==> src/rtl/reset_sequencer.sv <==
// reset_sequencer: multi-source reset controller that filters the requests, stretches the reset,
// and releases the outputs in ascending order STAGE_GAP cycles apart.
module reset_sequencer #(
   parameter int NUM_SRC     = 2,
   parameter int NUM_OUT     = 3,
   parameter int FILT_CYCLES = 3,
   parameter int STRETCH_W   = 4,
   parameter int MIN_STRETCH = 5,
   parameter int STAGE_GAP   = 5
) (
   input  logic                 clk,
   input  logic                 i_rst_n,
   input  logic [NUM_SRC-1:0]   i_rst_src,
   input  logic [NUM_SRC-1:0]   i_src_mask,
   input  logic [STRETCH_W-1:0] i_stretch,
   input  logic                 i_cause_clr,
   output logic [NUM_OUT-1:0]   o_rst_sync,
   output logic [NUM_SRC-1:0]   o_rst_cause,
   output logic                 o_por_flag,
   output logic                 o_busy,
   output logic                 o_seq_done
);
   localparam int FW = $clog2(FILT_CYCLES + 1);
   localparam int GW = $clog2(STAGE_GAP + 1);
   localparam int CW = (STRETCH_W > GW) ? STRETCH_W : GW;

   typedef enum logic [1:0] {HOLD, STRETCH, RELEASE, IDLE} state_t;

   state_t               state, state_n;
   logic [NUM_SRC-1:0]   s1, s2, filt, cause, cause_n;
   logic [NUM_OUT-1:0]   sync, sync_n, shifted;
   logic [CW-1:0]        cnt, cnt_n;
   logic [STRETCH_W-1:0] s_val;
   logic                 trig, done, done_n, por, por_n;

   always_ff @(posedge clk or negedge i_rst_n)
      if (!i_rst_n) begin
         s1 <= '0;
         s2 <= '0;
      end else begin
         s1 <= i_rst_src;
         s2 <= s1;
      end

   for (genvar g = 0; g < NUM_SRC; g++) begin : g_filt
      logic [FW-1:0] fcnt;
      logic          f;
      always_ff @(posedge clk or negedge i_rst_n)
         if (!i_rst_n) begin
            fcnt <= '0;
            f    <= 1'b0;
         end else if (!s2[g]) begin
            fcnt <= '0;
            f    <= 1'b0;
         end else if (fcnt == FW'(FILT_CYCLES - 1))
            f <= 1'b1;
         else
            fcnt <= fcnt + FW'(1);
      assign filt[g] = f;
   end

   assign trig    = |(filt & i_src_mask);
   assign s_val   = (i_stretch < STRETCH_W'(MIN_STRETCH)) ? STRETCH_W'(MIN_STRETCH) : i_stretch;
   assign shifted = sync << 1;

   // Releasing a stage shifts a zero in from the bottom, so bit 0 always falls first.
   always_comb begin
      state_n = state;
      cnt_n   = cnt;
      sync_n  = sync;
      done_n  = 1'b0;
      cause_n = i_cause_clr ? '0 : cause;
      por_n   = por & ~i_cause_clr;
      if (state != HOLD && trig) begin
         state_n = HOLD;
         cnt_n   = '0;
         sync_n  = '1;
         cause_n = cause_n | (filt & i_src_mask);
      end else begin
         case (state)
            HOLD: if (!trig) begin
               state_n = STRETCH;
               cnt_n   = CW'(s_val);
            end
            STRETCH, RELEASE: if (cnt == CW'(1)) begin
               sync_n  = shifted;
               cnt_n   = CW'(STAGE_GAP);
               state_n = (shifted == '0) ? IDLE : RELEASE;
               done_n  = shifted == '0;
            end else
               cnt_n = cnt - CW'(1);
            default: ;
         endcase
      end
   end

   always_ff @(posedge clk or negedge i_rst_n)
      if (!i_rst_n) begin
         state <= HOLD;
         cnt   <= '0;
         sync  <= '1;
         done  <= 1'b0;
         cause <= '0;
         por   <= 1'b1;
      end else begin
         state <= state_n;
         cnt   <= cnt_n;
         sync  <= sync_n;
         done  <= done_n;
         cause <= cause_n;
         por   <= por_n;
      end

   assign o_rst_sync  = sync;
   assign o_rst_cause = cause;
   assign o_por_flag  = por;
   assign o_busy      = state != IDLE;
   assign o_seq_done  = done;
endmodule

==> config.mk <==
export PLATFORM = sky130hd
export DESIGN_NAME = reset_sequencer
export DESIGN_NICKNAME = d
export VERILOG_FILES = /design/src/rtl/reset_sequencer.sv
export SDC_FILE = /design/constraint.sdc
export NUM_CORES = 1
export LEC_CHECK = 0
export ABC_CLOCK_PERIOD_IN_PS = 1800
export CAP_MARGIN = 30
export CORE_MARGIN = 8
export CORE_UTILIZATION = 60
export DETAILED_ROUTE_END_ITERATION = 10
export DONT_BUFFER_PORTS = 1
export PLACE_DENSITY = 0.76
export SLEW_MARGIN = 40
export SYNTH_ARGS = -nofsm -noshare
export SYNTH_HDL_FRONTEND = slang
export SYNTH_SLANG_ARGS = --single-unit
==> constraint.sdc <==
create_clock -name clk -period 1.8 [get_ports clk]
set_input_delay 0.36 -clock clk [delete_from_list [all_inputs] [get_ports clk]]
set_output_delay 0.36 -clock clk [all_outputs]
set_load 0.02 [all_outputs]
==> key figures, run 1 <==
Timing
  – WHS: -0.01457 ns
  – Final WS setup: 0.1951 ns
  – Skew final: 0.001411 ns
  – Unrepaired setup endpoints after global routing: false
  – Fin. max-slew vios: 0
  – Measured slew at the worst slew-check pin: 0.5050 ns
  – Minimum clock period: 1.605 ns
  – Slew headroom: 66.33%
  – Fin crit share: 89.16%
  – Setup violators final: 0
  – Final Hold Vio Count: 19
  – Setup TNS: 0 ns
  – Fmax: 0.6231 GHz

Job
  – Max-Cap Viols: 0

Synthesis
  – Syn_area_per_cell: 10.82 um^2
  – Top_reg_cell synth: dfrtp_1
  – Yosys cell types: 38
  – Register area share after synthesis: 48.33%
  – Async SR Flop Fraction: 100.0%
  – Post-synthesis instance total: 111
  – Syn_nets: 128
  – Mapped Area: 1201 um^2
  – Yosys warning total: 0
  – FF+latch count, synth: 23
  – Number of synthesized flops with an enable pin: 0

Die
  – Std-Cell Rows: 16
  – Starting Density: 62.50%
  – DIE WIDTH: 60.74 um
  – Top Ports: 19
  – Die Height: 60.74 um
  – Core Area: 1922 um^2
  – Die ar.: 3689 um^2

GRT
  – Global route overflow: 0
  – Initial antenna violation count: 0
  – Vias in the first global route: 877
  – First-pass GRT wire length: 3.884 mm
  – Pin count of the biggest net entering global routing: 24
  – GRT Overall Usage: 14.51%

Placement
  – IO Port Bufs: 0
  – DP Worst Slack: 0.2428 ns
  – Placed Area: 1235 um^2
  – Hpwl dp: 1.700 mm
  – GPL Wtd Cong: 0.8274

Clocking
  – Clock Path Buffers: 2
  – Clk Latency, worst-skew pair: 0.32 ns
  – Clock transition at path regs: 0.13 ns
  – Clk Tree Root Cell: clkbuf_4
  – TritonCTS clock tree: built
  – Num CTS Buffers: 3
  – Post-CTS Setup Bufs: 0
  – # clock sinks: 23
  – Htree depth: 1

Detailed routing
  – Remaining DRCs: 0
  – Post-detailed-route count of antenna-violating nets: 0
  – Initial drt markers: 16
  – Detailed Routing Iterations Pass 1: 4
  – Vias/cell: 5.810
  – Final WL: 2.318 mm
  – DR WL/cell: 16.32 um
  – Vias: 825

Power and ir drop
  – Leakage: 0.5570 nW
  – Net Sw Power: 0.0009270 W
  – Total power: 0.002195 W
  – Sequential share of power: 43.5%
  – Clock network fraction of design power: 11.3%
  – Logic gate share of total power: 45.2%
  – P_int: 0.001268 W
  – Sw Share: 42.24%
  – Worst VDD drop: 0.9496 mV
  – Power Dens Cells: 1732 nW/um^2

Worst setup path
  – CP max FO: 9
  – Max incr delay on CP: 0.42 ns
  – CP Capture Type: register
  – Most common cell on crit path: inv_1
  – Crit path max-delay family: adder cells
  – Worst path cell trace: inv_1 > ha_1 > inv_1 > nor4_1 > a221oi_2
  – Worst path slowest cell: ha_1
  – Worst Reg2Reg Path Length in Cells: 5
  – WS Path Type: reg -> reg
  – Critical Path RT: 2.01 ns
  – Cell count along the critical path: 5
  – CP Buf/Inv Count: 2
  – Worst path arrival time: 1.81 ns
  – CP Launch Type: register

Layout
  – Syn-to-layout area delta: 5.521%
  – Layout cells sized above 1: 19.13%
  – Post-route cell area: 1267 um^2
  – Final #Nets: 133
  – Ant. Diodes: 0
  – Commonest non-fill, non-tap cell in the layout: dfrtp_1
  – Most frequent cells in the layout: dfrtp_1, inv_1, o21ai_0

Status
  – Status: finished with violations
  – Failing checks: negative hold slack

Hold path
  – Worst min-delay path class: in -> async
==> synth_stat cells (2+ instances only) <==
library cell  instances  area [um^2]
inv_1                10        37.54
a211oi_1              3        22.52
dfrtp_1              19        475.5
o21a_1                2        15.01
dfstp_2               4        105.1
nand3_1               4        20.02
o21ai_0               7        35.03
o31ai_1               2        15.01
nor2b_1               4        25.02
buf_2                 3        15.01
mux2i_1               2        20.02
nor2_1                4        15.01
xnor2_1               3        26.28
and2_1                4        25.02
ha_1                  6        75.07
a21oi_1               2        10.01
nand2_1               6        22.52
nor4_1                2        12.51
nand2b_1              2        12.51
nor3_1                2        10.01
o22ai_1               3        18.77
==> flip-flops by register name (all words and copies together) (netlist names) <==
register / count
cnt: 4
g_filt.fcnt: 4
o_rst_sync: 3
g_filt.f: 2
o_rst_cause: 2
s1: 2
s2: 2
state: 2
o_por_flag: 1
o_seq_done: 1
==> stage by stage <==
stage	instances	utilization (%)
2_1_floorplan	111	-
3_3_place_gp	137	64.26
3_5_place_dp	137	64.26
4_1_cts	142	66.21
5_1_grt	142	65.95
6_report	142	65.95
==> worst paths after layout <==
path	start	end	slack (ns)
setup reg to reg	state[0]	cnt[2]	0.20
max in group asynchronous	i_rst_n	o_rst_sync[2]	1.46
min in group clk	i_rst_src[0]	s1[0]	0.05
hold / removal	i_rst_n	g_filt[1].f	-0.01
setup / recovery	state[0]	cnt[2]	0.20
hold reg to reg	s1[0]	s2[0]	0.37
==> power groups by stage <==
stage / Combinational, W / Clock [W] / Sequential, W
2_1_floorplan: 0.000822 / 0 / 0.000886
3_3_place_gp: 0.000929 / 0 / 0.000949
3_5_place_dp: 0.000967 / 0 / 0.000963
4_1_cts: 0.000993 / 0.000259 / 0.000951
5_1_grt: 0.00111 / 0.000274 / 0.000989
6_report: 0.000993 / 0.000247 / 0.000955
==> repair_timing <==
action / CTS / global route
hold buffers: 1 / 0
gates resized for setup: 0 / 0
endpoints found under the hold margin: 23 / 0
==> worst register-to-register path, stage by stage (launching register included) <==
cell	delay, ns
dfrtp_1	0.40
inv_1	0.07
ha_1	0.42
inv_1	0.15
nor4_1	0.38
a221oi_2	0.06
==> metal layers <==
layer | vias up | track usage, % | part of all wire (%)
met5 | - | 0 | 0
met4 | 0 | 9.635 | 1.9
met3 | 4 | 4.025 | 8.5
met2 | 27 | 23.08 | 48
met1 | 395 | 16.60 | 41
li1 | 399 | - | -
==> cells by family after synthesis <==
group                    synth area share, %
AO/OA/AOI/OAI                          19.17
XOR/XNOR                               2.188
adder cells (fa/ha/maj)                6.250
buffers and inverters                  5.000
flip-flops                             48.33
multiplexers                           1.667
AND/OR/NAND/NOR                        17.39
==> cell type report <==
class                   instances  area (um^2)
clock buffers                   3        22.52
repair buffers                  4        27.53
flip-flops and latches         23        580.6
well taps                      27        33.78
clock inverters                 1        5.005
multi-input cells              74        560.5
inverters                      10        37.54
fillers                       165        654.4
No activity file was read; power rests on OpenSTA's default activity.
==> run 2: changes to the inputs <==
--- a/config.mk
+++ b/config.mk
@@ -5,6 +5,7 @@
 export SDC_FILE = /design/constraint.sdc
 export NUM_CORES = 1
 export LEC_CHECK = 0
+export ABC_AREA = 0
 export ABC_CLOCK_PERIOD_IN_PS = 1800
 export CAP_MARGIN = 30
 export CORE_MARGIN = 8
==> results of run 2 <==
Final layout, timing and power as in run 1 (identical DEF).
